`src/rtl/bcd_xs3_if.sv`:
```
// Start/busy/done handshake and data bundle for the BCD to excess-3 sequencer.
// The master drives the operand and control; the slave is the converter.
interface bcd_xs3_if #(
  parameter int NDIGITS = 4
);
  logic                   start;
  logic                   en;
  logic [4*NDIGITS-1:0]   bcd_in;
  logic                   busy;
  logic                   done;
  logic [4*NDIGITS-1:0]   xs3_out;
  logic [NDIGITS-1:0]     err_mask;

  modport master (
    output start, en, bcd_in,
    input  busy, done, xs3_out, err_mask
  );

  modport slave (
    input  start, en, bcd_in,
    output busy, done, xs3_out, err_mask
  );
endinterface

```
`src/rtl/bcd_xs3_seq.sv`:
```
// Multi-digit BCD to excess-3 sequencer sharing one 4-bit converter.
// Digits are converted LSD first, one per enabled cycle in CONV.
module bcd_xs3_seq #(
  parameter int NDIGITS = 4
) (
  input  logic       clk,
  input  logic       rst,
  bcd_xs3_if.slave   bus
);
  localparam int W  = 4 * NDIGITS;
  localparam int CW = (NDIGITS > 1) ? $clog2(NDIGITS) : 1;

  typedef enum logic [1:0] {
    IDLE = 2'd0,
    CONV = 2'd1,
    DONE = 2'd2
  } state_t;

  state_t          state;
  state_t          state_nx;
  logic [W-1:0]    op_q;
  logic [W-1:0]    xs3_q;
  logic [NDIGITS-1:0] err_q;
  logic [CW-1:0]   cnt;
  logic [3:0]      dig;
  logic [3:0]      cvt;
  logic            bad;
  logic            last;
  logic            step;
  logic            busy_c;
  logic            done_c;

  // Gate-level equations: W=A|BC|BD, X=B'C|B'D|BC'D', Y=(C^D)', Z=D'
  function automatic logic [3:0] to_xs3(input logic [3:0] d);
    logic a, b, c, e;
    a = d[3];
    b = d[2];
    c = d[1];
    e = d[0];
    return {a | (b & c) | (b & e),
            (~b & c) | (~b & e) | (b & ~c & ~e),
            ~(c ^ e),
            ~e};
  endfunction

  assign dig  = op_q[{cnt, 2'b00} +: 4];
  assign bad  = dig > 4'd9;
  assign cvt  = bad ? 4'b0000 : to_xs3(dig);
  assign last = cnt == CW'(NDIGITS - 1);
  assign step = (state == CONV) && bus.en;

  always_ff @(posedge clk) begin
    if (rst) state <= IDLE;
    else     state <= state_nx;
  end

  always_comb begin
    state_nx = state;
    unique case (state)
      IDLE:    if (bus.start) state_nx = CONV;
      CONV:    if (bus.en && last) state_nx = DONE;
      DONE:    state_nx = IDLE;
      default: state_nx = IDLE;
    endcase
  end

  always_comb begin
    busy_c = state != IDLE;
    done_c = state == DONE;
  end

  always_ff @(posedge clk) begin
    if (rst) begin
      op_q  <= '0;
      xs3_q <= '0;
      err_q <= '0;
      cnt   <= '0;
    end else if (state == IDLE && bus.start) begin
      op_q  <= bus.bcd_in;
      xs3_q <= '0;
      err_q <= '0;
      cnt   <= '0;
    end else if (step) begin
      xs3_q[{cnt, 2'b00} +: 4] <= cvt;
      err_q[cnt]               <= bad;
      if (!last) cnt <= cnt + 1'b1;
    end
  end

  assign bus.busy     = busy_c;
  assign bus.done     = done_c;
  assign bus.xs3_out  = xs3_q;
  assign bus.err_mask = err_q;
endmodule

```
`src/flat_wrapper.sv`:
```
// flat-port wrapper written by rule: the top's interface ports become plain ports
module bcd_xs3_seq_flat 
#(
  parameter int NDIGITS = 4
)
  (clk, rst, bus_start, bus_en, bus_bcd_in, bus_busy, bus_done, bus_xs3_out, bus_err_mask);
  bcd_xs3_if #(.NDIGITS(NDIGITS)) bus_i ();
  input  logic clk;
  input  logic rst;
  input wire logic [$bits(bus_i.start)-1:0] bus_start;
  input wire logic [$bits(bus_i.en)-1:0] bus_en;
  input wire logic [$bits(bus_i.bcd_in)-1:0] bus_bcd_in;
  output wire logic [$bits(bus_i.busy)-1:0] bus_busy;
  output wire logic [$bits(bus_i.done)-1:0] bus_done;
  output wire logic [$bits(bus_i.xs3_out)-1:0] bus_xs3_out;
  output wire logic [$bits(bus_i.err_mask)-1:0] bus_err_mask;
  assign bus_i.start = bus_start;
  assign bus_i.en = bus_en;
  assign bus_i.bcd_in = bus_bcd_in;
  assign bus_busy = bus_i.busy;
  assign bus_done = bus_i.done;
  assign bus_xs3_out = bus_i.xs3_out;
  assign bus_err_mask = bus_i.err_mask;
  bcd_xs3_seq #(.NDIGITS(NDIGITS)) u_core (.clk(clk), .rst(rst), .bus(bus_i));
endmodule
```
`config.mk`:
```
export PLATFORM = sky130hd
export DESIGN_NAME = bcd_xs3_seq_flat
export DESIGN_NICKNAME = d
export VERILOG_FILES = /design/src/rtl/bcd_xs3_if.sv /design/src/rtl/bcd_xs3_seq.sv /design/src/flat_wrapper.sv
export SDC_FILE = /design/constraint.sdc
export NUM_CORES = 1
export LEC_CHECK = 0
export CAP_MARGIN = 20
export CORE_ASPECT_RATIO = 0.75
export CORE_MARGIN = 2
export CORE_UTILIZATION = 49
export DETAILED_ROUTE_END_ITERATION = 10
export PLACE_DENSITY = 0.81
export SKIP_CTS_REPAIR_TIMING = 1
export SLEW_MARGIN = 20
export SYNTH_ARGS = -nofsm -noshare
export SYNTH_HDL_FRONTEND = slang
export SYNTH_SLANG_ARGS = --single-unit
```
`constraint.sdc`:
```
create_clock -name clk -period 2.9 [get_ports clk]
set_input_delay 0.435 -clock clk [delete_from_list [all_inputs] [get_ports clk]]
set_output_delay 0.435 -clock clk [all_outputs]
set_load 0.02 [all_outputs]
```
# After elaboration in Yosys (flattened, before gate mapping)
# Cells that the tools add are included.
[word_totals] regBits=40 in_bits=20 output_inout_bits=22 elab_cells=51
[op_classes] n_addsub=2 n_lt_le_gt_ge=3 eq_ne=5 shift=3 n_mux=8 n_bitwise=16 reduce_logical=9
[op_table] cell="$bwmux 16" count=1
[op_table] cell="$shift 4x6->16 const A" count=1
[op_table] cell="$shiftx 16x5->4" count=1
[op_table] cell="$shiftx 4x6->16" count=1
[op_table] cell="$and 1x1->1" count=6
[op_table] cell="$neg 4->6" count=1
[op_table] cell="$not 1->1" count=5
[op_table] cell="$bwmux 4" count=1
[op_table] cell="$eq 2x2->1 const B" count=2
[op_table] cell="$gt 4x4->1 const B" count=1
[op_table] cell="$logic_and 1x1->1" count=4
[op_table] cell="$mux 2" count=2
[op_table] cell="$mux 4" count=1
[op_table] cell="$ne 2x2->1 const B" count=2
[op_table] cell="$or 1x1->1" count=4
[op_table] cell="$pmux 2 s2" count=1
[op_table] cell="$reduce_and 2->1" count=2
[op_table] cell="$lt 2x3->1 const B" count=1
[op_table] cell="$add 2x1->2 const B" count=1
[op_table] cell="$demux 1 s2" count=1
[op_table] cell="$eq 2x1->1 const B" count=1
[op_table] cell="$ge 2x1->1 const B" count=1
[op_table] cell="$logic_not 2->1" count=1
[op_table] cell="$reduce_bool 2->1" count=1
[op_table] cell="other kinds (3)" count=3

# Longest topological paths before layout
# Gate-level depths: netlist of run 1.
[logic_depth] ltp_word=8 mapped_depth=9 depth_no_buf=8

# Least setup slack after synthesis of run 1
# No wires, ideal clock.
[synth_path] path_kind="reg-to-reg" from="reg u_core.cnt[0]" to="reg u_core.xs3_q[6] (netlist: u_core.bus.xs3_out[6])" setup_time_ns=0.084 arrival_time_ns=2.288 required_ns=2.816 slack_ns=0.528 path_stages_with_launch=9 path_buffers=1 synth_period_minus_slack_ns=2.372 path_cell_list="dfxtp_1 > buf_6 > mux4_2 > inv_1 > ha_1 > nor3b_1 > a221o_1 > mux2_4 > o31ai_2"
[synth_between] elab_chain_cells=8 word_cells_on_any_way=22 cone_classes="1 x add/sub; 1 x order compare; 3 x shift; 2 x mux; 15 x bitwise"
[synth_lines] item="start: declaration" line_no="bcd_xs3_seq.sv:24" source="logic [CW-1:0] cnt;"
[synth_lines] item="start signal: assignment" line_no="bcd_xs3_seq.sv:86" source="if (!last) cnt <= cnt + 1'b1;"
[synth_lines] item="branches (longest 7 deep; another with $gt 4x4->1)"
[synth_lines] item="$bwmux 16 *" line_no="bcd_xs3_seq.sv:84" source="xs3_q[{cnt, 2'b00} +: 4] <= cvt;"
[synth_lines] item="end signal: indexed assignment" line_no="bcd_xs3_seq.sv:84"
[synth_lines] item="end: declaration" line_no="bcd_xs3_seq.sv:22" source="logic [W-1:0] xs3_q;"
# Mark *: on every way between the ends.
# A chain may end at the register's enable or synchronous reset.

# Final worst setup path of run 1
[layout_path] from="reg u_core.cnt[0]" to="reg u_core.xs3_q[5] (netlist: u_core.bus.xs3_out[5])"
# Same word-level chain as after synthesis.

==> impl_metrics.csv, run 1 <==
group,metric,value,unit
status,status,"finished clean",
place,place_congestion,0.834,
power_and_ir_drop,internal-power,888,uW
worst_hold_path,min_path_cells,2,
route,dr.first_iter.drc_count,114,
route,detail_route.first_pass.iterations,6,
sta,finClkSkew,0.00416,ns
route,postRouteAntennaNets,0,
worst_setup_path,rrSetupSlack,0.40,ns
power_and_ir_drop,power.net_switching,276,uW
logic_synthesis,synthArstFlopShare,0,%
global_routing,grt_first_pass_wirelength,7020,um
layout,layout-drive-gt1-share,7.54,%
power_and_ir_drop,irDropWorstVdd,0.351,mV
power_and_ir_drop,switching_share,23.7,%
global_routing,globalRouteOverflowTotal,0,
global_routing,grt-busiest-layer,"met2",
route,dr_total_vias,1618,
layout,diodes,0,
logic_synthesis,yosys_warnings,0,
sta,total_negative_slack_for_setup_checks,0,ns
global_routing,grt_pass1_vias,1525,
route,drcViolationCount,0,
power_and_ir_drop,clock_power_share,38.0,%
clocking,cts_made_buffers,5,
worst_hold_path,hold_path.class,"reg -> reg",
logic_synthesis,synth_cell_type_count,42,
clocking,root_buf_cell,"clkbuf_8",
worst_setup_path,end_kind,"flop",
global_routing,maximum_number_of_pins_on_one_net_before_global_route_repair,19,
logic_synthesis,synth.net_count,240,
route,detail_route.vias_per_cell,5.32,
layout,final_core_utilization,66.3,%
logic_synthesis,ys_ff_latch,40,
die,num_io_pins,42,
worst_setup_path,worstSetupPathType,"reg -> reg",
logic_synthesis,number_of_enable_flip_flop_cells_after_synthesis,0,
worst_setup_path,r2r-start,"u_core.cnt[0]$_SDFFE_PP0P_",
layout,final_common_cell,"nand2_1",
sta,final_hold_viol_count,0,
logic_synthesis,synth_seq_area_share,43.2,%
global_routing,globalRouteMet1Util,30.9,%
logic_synthesis,netlist_instances,210,
logic_synthesis,netlist_area,1850,um^2
power_and_ir_drop,pwr-share-comb,12.3,%
layout,final_cell_mix,"nand2_1 (48), clkdlybuf4s50_1 (41), dfxtp_1 (40)",
global_routing,number_of_antenna_violations_at_the_first_check_in_global_routing,0,
die,start_util,50.9,%
layout,nNetsFinal,281,
global_routing,grtUsageMet2,31.0,%
worst_setup_path,required,3.13,ns
worst_setup_path,worstReg2RegEnd,"u_core.bus.xs3_out[5]$_SDFFE_PP0P_",
sta,rsz0062_at_grt,"no",
sta,max_freq,0.400,GHz
die,core_area,3640,um^2
worst_hold_path,hold_path_startpoint,"u_core.op_q[8]$_SDFFE_PP0P_",
worst_hold_path,timing.hold.worst_endpoint,"u_core.op_q[8]$_SDFFE_PP0P_",
worst_setup_path,critical_path_peak_fanout,10,
power_and_ir_drop,static-leakage-power,0.882,nW
clocking,clk_pin_slew,0.07,ns
clocking,cts_htree_levels,2,
logic_synthesis,syn_avg_cell_area,8.82,um^2
global_routing,grtUsageMet3,5.30,%
power_and_ir_drop,power_density_over_cell_area,483,nW/um^2
worst_setup_path,setup.worst_path.start_class,"flop",
sta,period_utilization,86.3,%
place,io_buffer_count,41,
layout,layout_area_overhead,30.1,%
die,die_area,4290,um^2
worst_setup_path,ff2ff_path_depth,7,
logic_synthesis,dominantRegCellSynth,"dfxtp_1",
clocking,cts_tree,"built",
sta,fin_hold_ws,0.458,ns
clocking,clock_sinks,40,
global_routing,globalRouteTotalUtil,21.7,%
run,max-cap-violations,0,
layout,fillCellCount,304,
die,fp.dieW,75.0,um
sta,slew_headroom,61.9,%
die,die-height,57.3,um
clocking,worst_skew_pair.late_latency,0.29,ns
die,standard_cell_rows,19,
sta,report.final.setup_viol,0,
worst_setup_path,timing.critical_path.arrival,2.73,ns
place,post-dp-hpwl,3070,um
sta,worst_slew_pin_slew,0.563,ns
sta,pins_over_slew_limit,0,
power_and_ir_drop,seqPwrFrac,49.7,%
route,avgRoutedWirePerCell,13.4,um
clocking,cts_max_path_buffers,2,
sta,final.min_clock_period,2.50,ns
route,wl,4080,um
[state kept, by name, indices dropped and copies added (netlist names)]
signal	flops
u_core.bus.err_mask	4
u_core.cnt	2
u_core.bus.xs3_out	16
u_core.op_q	16
u_core.state	2
[power groups by stage]
stage	registers (mW)	clock network, mW	logic [mW]
floorplan	0.587	0	0.0918
finish	0.578	0.443	0.143
detailed placement	0.590	0	0.143
CTS	0.578	0.452	0.143
global placement	0.590	0	0.139
global route	0.580	0.472	0.161
[kinds of logic (layout without fill, tap and decap cells)]
| kind of cell | count (synthesis) | in the layout | synth area share [%] |
|---|---|---|---|
| mux | 11 | 11 | 8.85 |
| buf+inv | 16 | 58 | 3.78 |
| flops | 40 | 40 | 43.2 |
| fa+ha+maj | 10 | 10 | 6.75 |
| xor+xnor | 1 | 1 | 0.473 |
| compound gates | 42 | 42 | 14.3 |
| simple gates | 90 | 90 | 22.6 |
[worst max-delay path, stage by stage (launching register included)]
cell	delay [ns]
dfxtp_1	0.57
buf_4	0.26
inv_1	0.11
ha_1	0.25
nor4bb_1	0.46
nand4_1	0.27
or3_1	0.37
a21oi_1	0.14
[cell usage after synthesis (2+ instances only)]
library cell | number | area share [%]
a21oi_1 | 24 | 6.5
a32oi_1 | 5 | 2.4
clkbuf_1 | 7 | 1.4
dfxtp_1 | 40 | 43
ha_1 | 10 | 6.8
inv_1 | 5 | 1.0
mux2_1 | 2 | 1.2
mux2_4 | 2 | 1.6
mux2i_1 | 4 | 2.2
mux4_2 | 2 | 2.4
nand2_1 | 48 | 9.7
nand3_1 | 9 | 2.4
nand4_1 | 2 | 0.68
nor2_1 | 13 | 2.6
nor2b_1 | 3 | 1.0
nor3_1 | 2 | 0.54
o21ai_1 | 3 | 0.81
o2bb2ai_1 | 4 | 1.9
or3_1 | 2 | 0.68
[metal layers]
metal | wire (um) | up-vias
met3 | 261 | 8
li1 | - | 813
met4 | 80 | 0
met1 | 2020 | 748
met2 | 1720 | 49
met5 | 0 | -
[layout make-up]
class	count	area [um^2]	share of cell area [%]
Clock buffer	6	72.6	3.01
Clock inverter	2	35.0	1.45
Inverter	6	22.5	0.934
Multi-Input combinational cell	154	982	40.7
Sequential cell	40	801	33.2
Tap cell	52	65.1	2.70
Timing Repair Buffer	44	433	18.0
[per-stage QoR]
step                      area (um^2)  instances  power (mW)  setup WS, ns
after floorplan                  1850        210       0.679         0.528
after global placement           2300        296       0.729         0.554
after detailed placement         2300        296       0.733         0.436
after CTS                        2410        304        1.17         0.417
after global routing             2410        304        1.21         0.111
final                            2410        304        1.16         0.397
[worst max-delay path by stage]
stage / start / to / cells past startpoint
5_1_grt: u_core.cnt[0]$_SDFFE_PP0P_ / u_core.bus.xs3_out[4]$_SDFFE_PP0P_ / 7
4_1_cts: u_core.cnt[0]$_SDFFE_PP0P_ / u_core.bus.xs3_out[5]$_SDFFE_PP0P_ / 7
3_5_place_dp: u_core.cnt[0]$_SDFFE_PP0P_ / u_core.bus.xs3_out[4]$_SDFFE_PP0P_ / 7
3_3_place_gp: u_core.cnt[0]$_SDFFE_PP0P_ / u_core.bus.xs3_out[5]$_SDFFE_PP0P_ / 7
6_report: u_core.cnt[0]$_SDFFE_PP0P_ / u_core.bus.xs3_out[5]$_SDFFE_PP0P_ / 7
2_1_floorplan: u_core.cnt[0]$_SDFFE_PP0P_ / u_core.bus.xs3_out[6]$_SDFFE_PP0P_ / 8
Note: power is estimated with default switching activity, not from simulation.
==> run 2: changes to the inputs <==
Settings changed: GPL_TIMING_DRIVEN from default to 0.
==> impl_metrics.csv, run 2 (synthesis gave the netlist of run 1 again) <==
group,metric,value,unit
layout,final_common_cell,"nand2_1",
layout,layout_area_overhead,29.8,%
route,postRouteAntennaNets,0,
sta,final_hold_viol_count,0,
worst_setup_path,r2r-start,"u_core.cnt[1]$_SDFFE_PP0P_",
route,avgRoutedWirePerCell,13.4,um
sta,pins_over_slew_limit,0,
worst_setup_path,end_kind,"flop",
worst_setup_path,critical_path_peak_fanout,8,
route,detail_route.first_pass.iterations,4,
sta,max_freq,0.380,GHz
sta,final.min_clock_period,2.63,ns
worst_hold_path,timing.hold.worst_endpoint,"u_core.op_q[8]$_SDFFE_PP0P_",
clocking,worst_skew_pair.late_latency,0.29,ns
sta,period_utilization,90.6,%
clocking,cts_tree,"built",
worst_setup_path,worstSetupPathType,"reg -> reg",
layout,design_area,2410,um^2
sta,report.final.setup_viol,0,
layout,diodes,0,
global_routing,grt_first_pass_wirelength,7000,um
clocking,root_buf_cell,"clkbuf_8",
power_and_ir_drop,static-leakage-power,0.875,nW
worst_hold_path,min_path_cells,2,
worst_setup_path,crit_family,"simple AND/OR/NAND/NOR gates",
worst_setup_path,timing.critical_path.arrival,2.85,ns
run,max-cap-violations,0,
layout,final_core_utilization,66.2,%
route,dr.first_iter.drc_count,83,
layout,fillCellCount,311,
power_and_ir_drop,irDropWorstVdd,0.349,mV
worst_setup_path,rrSetupSlack,0.27,ns
die,die_area,4290,um^2
place,io_buffer_count,41,
worst_setup_path,critical_path.max_stage_delay,0.55,ns
layout,nNetsFinal,288,
worst_setup_path,worstReg2RegEnd,"u_core.bus.xs3_out[4]$_SDFFE_PP0P_",
die,fp.dieW,75.0,um
worst_setup_path,worstPathCellList,"clkbuf_1 > inv_1 > ha_1 > nor4bb_1 > nand4_1 > or3_1 > a21oi_1",
worst_setup_path,setup.worst_path.start_class,"flop",
sta,total_negative_slack_for_setup_checks,0,ns
global_routing,globalRouteTotalUtil,21.8,%
sta,fin_hold_ws,0.455,ns
clocking,cts_htree_levels,2,
place,post-dp-hpwl,3090,um
worst_setup_path,cp.buffers_inverters,2,
worst_setup_path,critical_path.slowest_cell,"nor4bb_1",
place,detailed_place.area,2330,um^2
worst_hold_path,hold_path_startpoint,"u_core.op_q[8]$_SDFFE_PP0P_",
worst_setup_path,required,3.12,ns
worst_hold_path,hold_path.class,"reg -> reg",
sta,worst_slew_pin_slew,0.709,ns
route,dr_total_vias,1606,
die,num_io_pins,42,
clocking,clock_sinks,40,
sta,slew_headroom,52.0,%
layout,layout-drive-gt1-share,6.98,%
die,start_util,50.9,%
sta,final_critical_path_setup_slack,0.272,ns
place,place_worst_setup_slack,0.303,ns
global_routing,maximum_number_of_pins_on_one_net_before_global_route_repair,12,
layout,seqCellArea,801,um^2
clocking,cts_max_path_buffers,2,
global_routing,number_of_antenna_violations_at_the_first_check_in_global_routing,0,
clocking,clk_pin_slew,0.07,ns
route,drcViolationCount,0,
die,standard_cell_rows,19,
power_and_ir_drop,power_density_over_cell_area,445,nW/um^2
worst_setup_path,ff2ff_path_depth,7,
layout,multiInputGateArea,982,um^2
clocking,cts_made_buffers,5,
global_routing,grt_pass1_vias,1538,
place,place_congestion,0.878,
die,die-height,57.3,um
route,detail_route.vias_per_cell,5.18,
die,core_area,3640,um^2
layout,final_cell_mix,"nand2_1 (48), clkdlybuf4s50_1 (41), dfxtp_1 (40)",
route,wl,4140,um
sta,finClkSkew,0.00689,ns
global_routing,globalRouteOverflowTotal,0,
sta,rsz0062_at_grt,"no",
status,status,"finished clean",
[run 2: worst max-delay path by stage]
stage,from,to,slack [ns],cells past startpoint
floorplan,u_core.cnt[0]$_SDFFE_PP0P_,u_core.bus.xs3_out[6]$_SDFFE_PP0P_,0.53,8
global placement,u_core.cnt[0]$_SDFFE_PP0P_,u_core.bus.xs3_out[6]$_SDFFE_PP0P_,0.33,8
detailed placement,u_core.cnt[0]$_SDFFE_PP0P_,u_core.bus.xs3_out[6]$_SDFFE_PP0P_,0.30,8
CTS,u_core.cnt[0]$_SDFFE_PP0P_,u_core.bus.xs3_out[6]$_SDFFE_PP0P_,0.28,8
global route,u_core.cnt[1]$_SDFFE_PP0P_,u_core.bus.xs3_out[5]$_SDFFE_PP0P_,0.08,7
finish,u_core.cnt[1]$_SDFFE_PP0P_,u_core.bus.xs3_out[4]$_SDFFE_PP0P_,0.27,7
[run 2: layout make-up]
type | count | share of cell area (%)
plain buffers | 10 | 1.98
clock buffers | 6 | 3.02
clock inverters | 1 | 0.208
inverters | 6 | 0.936
multi-input cells | 154 | 40.8
flip-flops and latches | 40 | 33.3
well taps | 52 | 2.70
repair buffers | 41 | 17.1
[run 2: worst register-to-register path, stage by stage (launching register included)]
cell      delay, ns
dfxtp_1        0.43
clkbuf_1       0.37
inv_1          0.19
ha_1           0.25
nor4bb_1       0.55
nand4_1        0.27
or3_1          0.36
a21oi_1        0.13
[run 2: where the power goes]
group	switching (mW)	leakage (nW)	internal (mW)	total, mW
clock network	0.182	0.0410	0.163	0.345
registers	0.0105	0.325	0.565	0.576
logic	0.0799	0.508	0.0697	0.150
[run 2: metrics by stage]
step | power (mW) | cells
final | 1.07 | 310
after global routing | 1.12 | 310
after CTS | 1.08 | 310
after detailed placement | 0.736 | 303
after global placement | 0.733 | 303
after floorplan | 0.679 | 210
[run 2: per-layer routing]
layer  vias to the layer above  GRT usage, %  wire length [um]
met3                         4          4.77               251
li1                        829             -                 -
met4                         0          9.44                50
met5                         -             0                 0
met1                       723          29.9              2030
met2                        50          33.0              1810
==> run 3: changes to the inputs <==
Clock period 2.9 ns to 3 ns, I/O delays scaled along.
==> results of run 3 <==
Same layout as run 2 (identical final DEF). Status: finished clean.
Main changes from that run: setup slack after placement 0.303 ns -> 0.403 ns; setup slack after layout 0.272 ns -> 0.372 ns; register-to-register setup slack 0.27 ns -> 0.37 ns; total power 1.07 mW -> 1.03 mW; worst IR drop on VDD 0.349 mV -> 0.337 mV
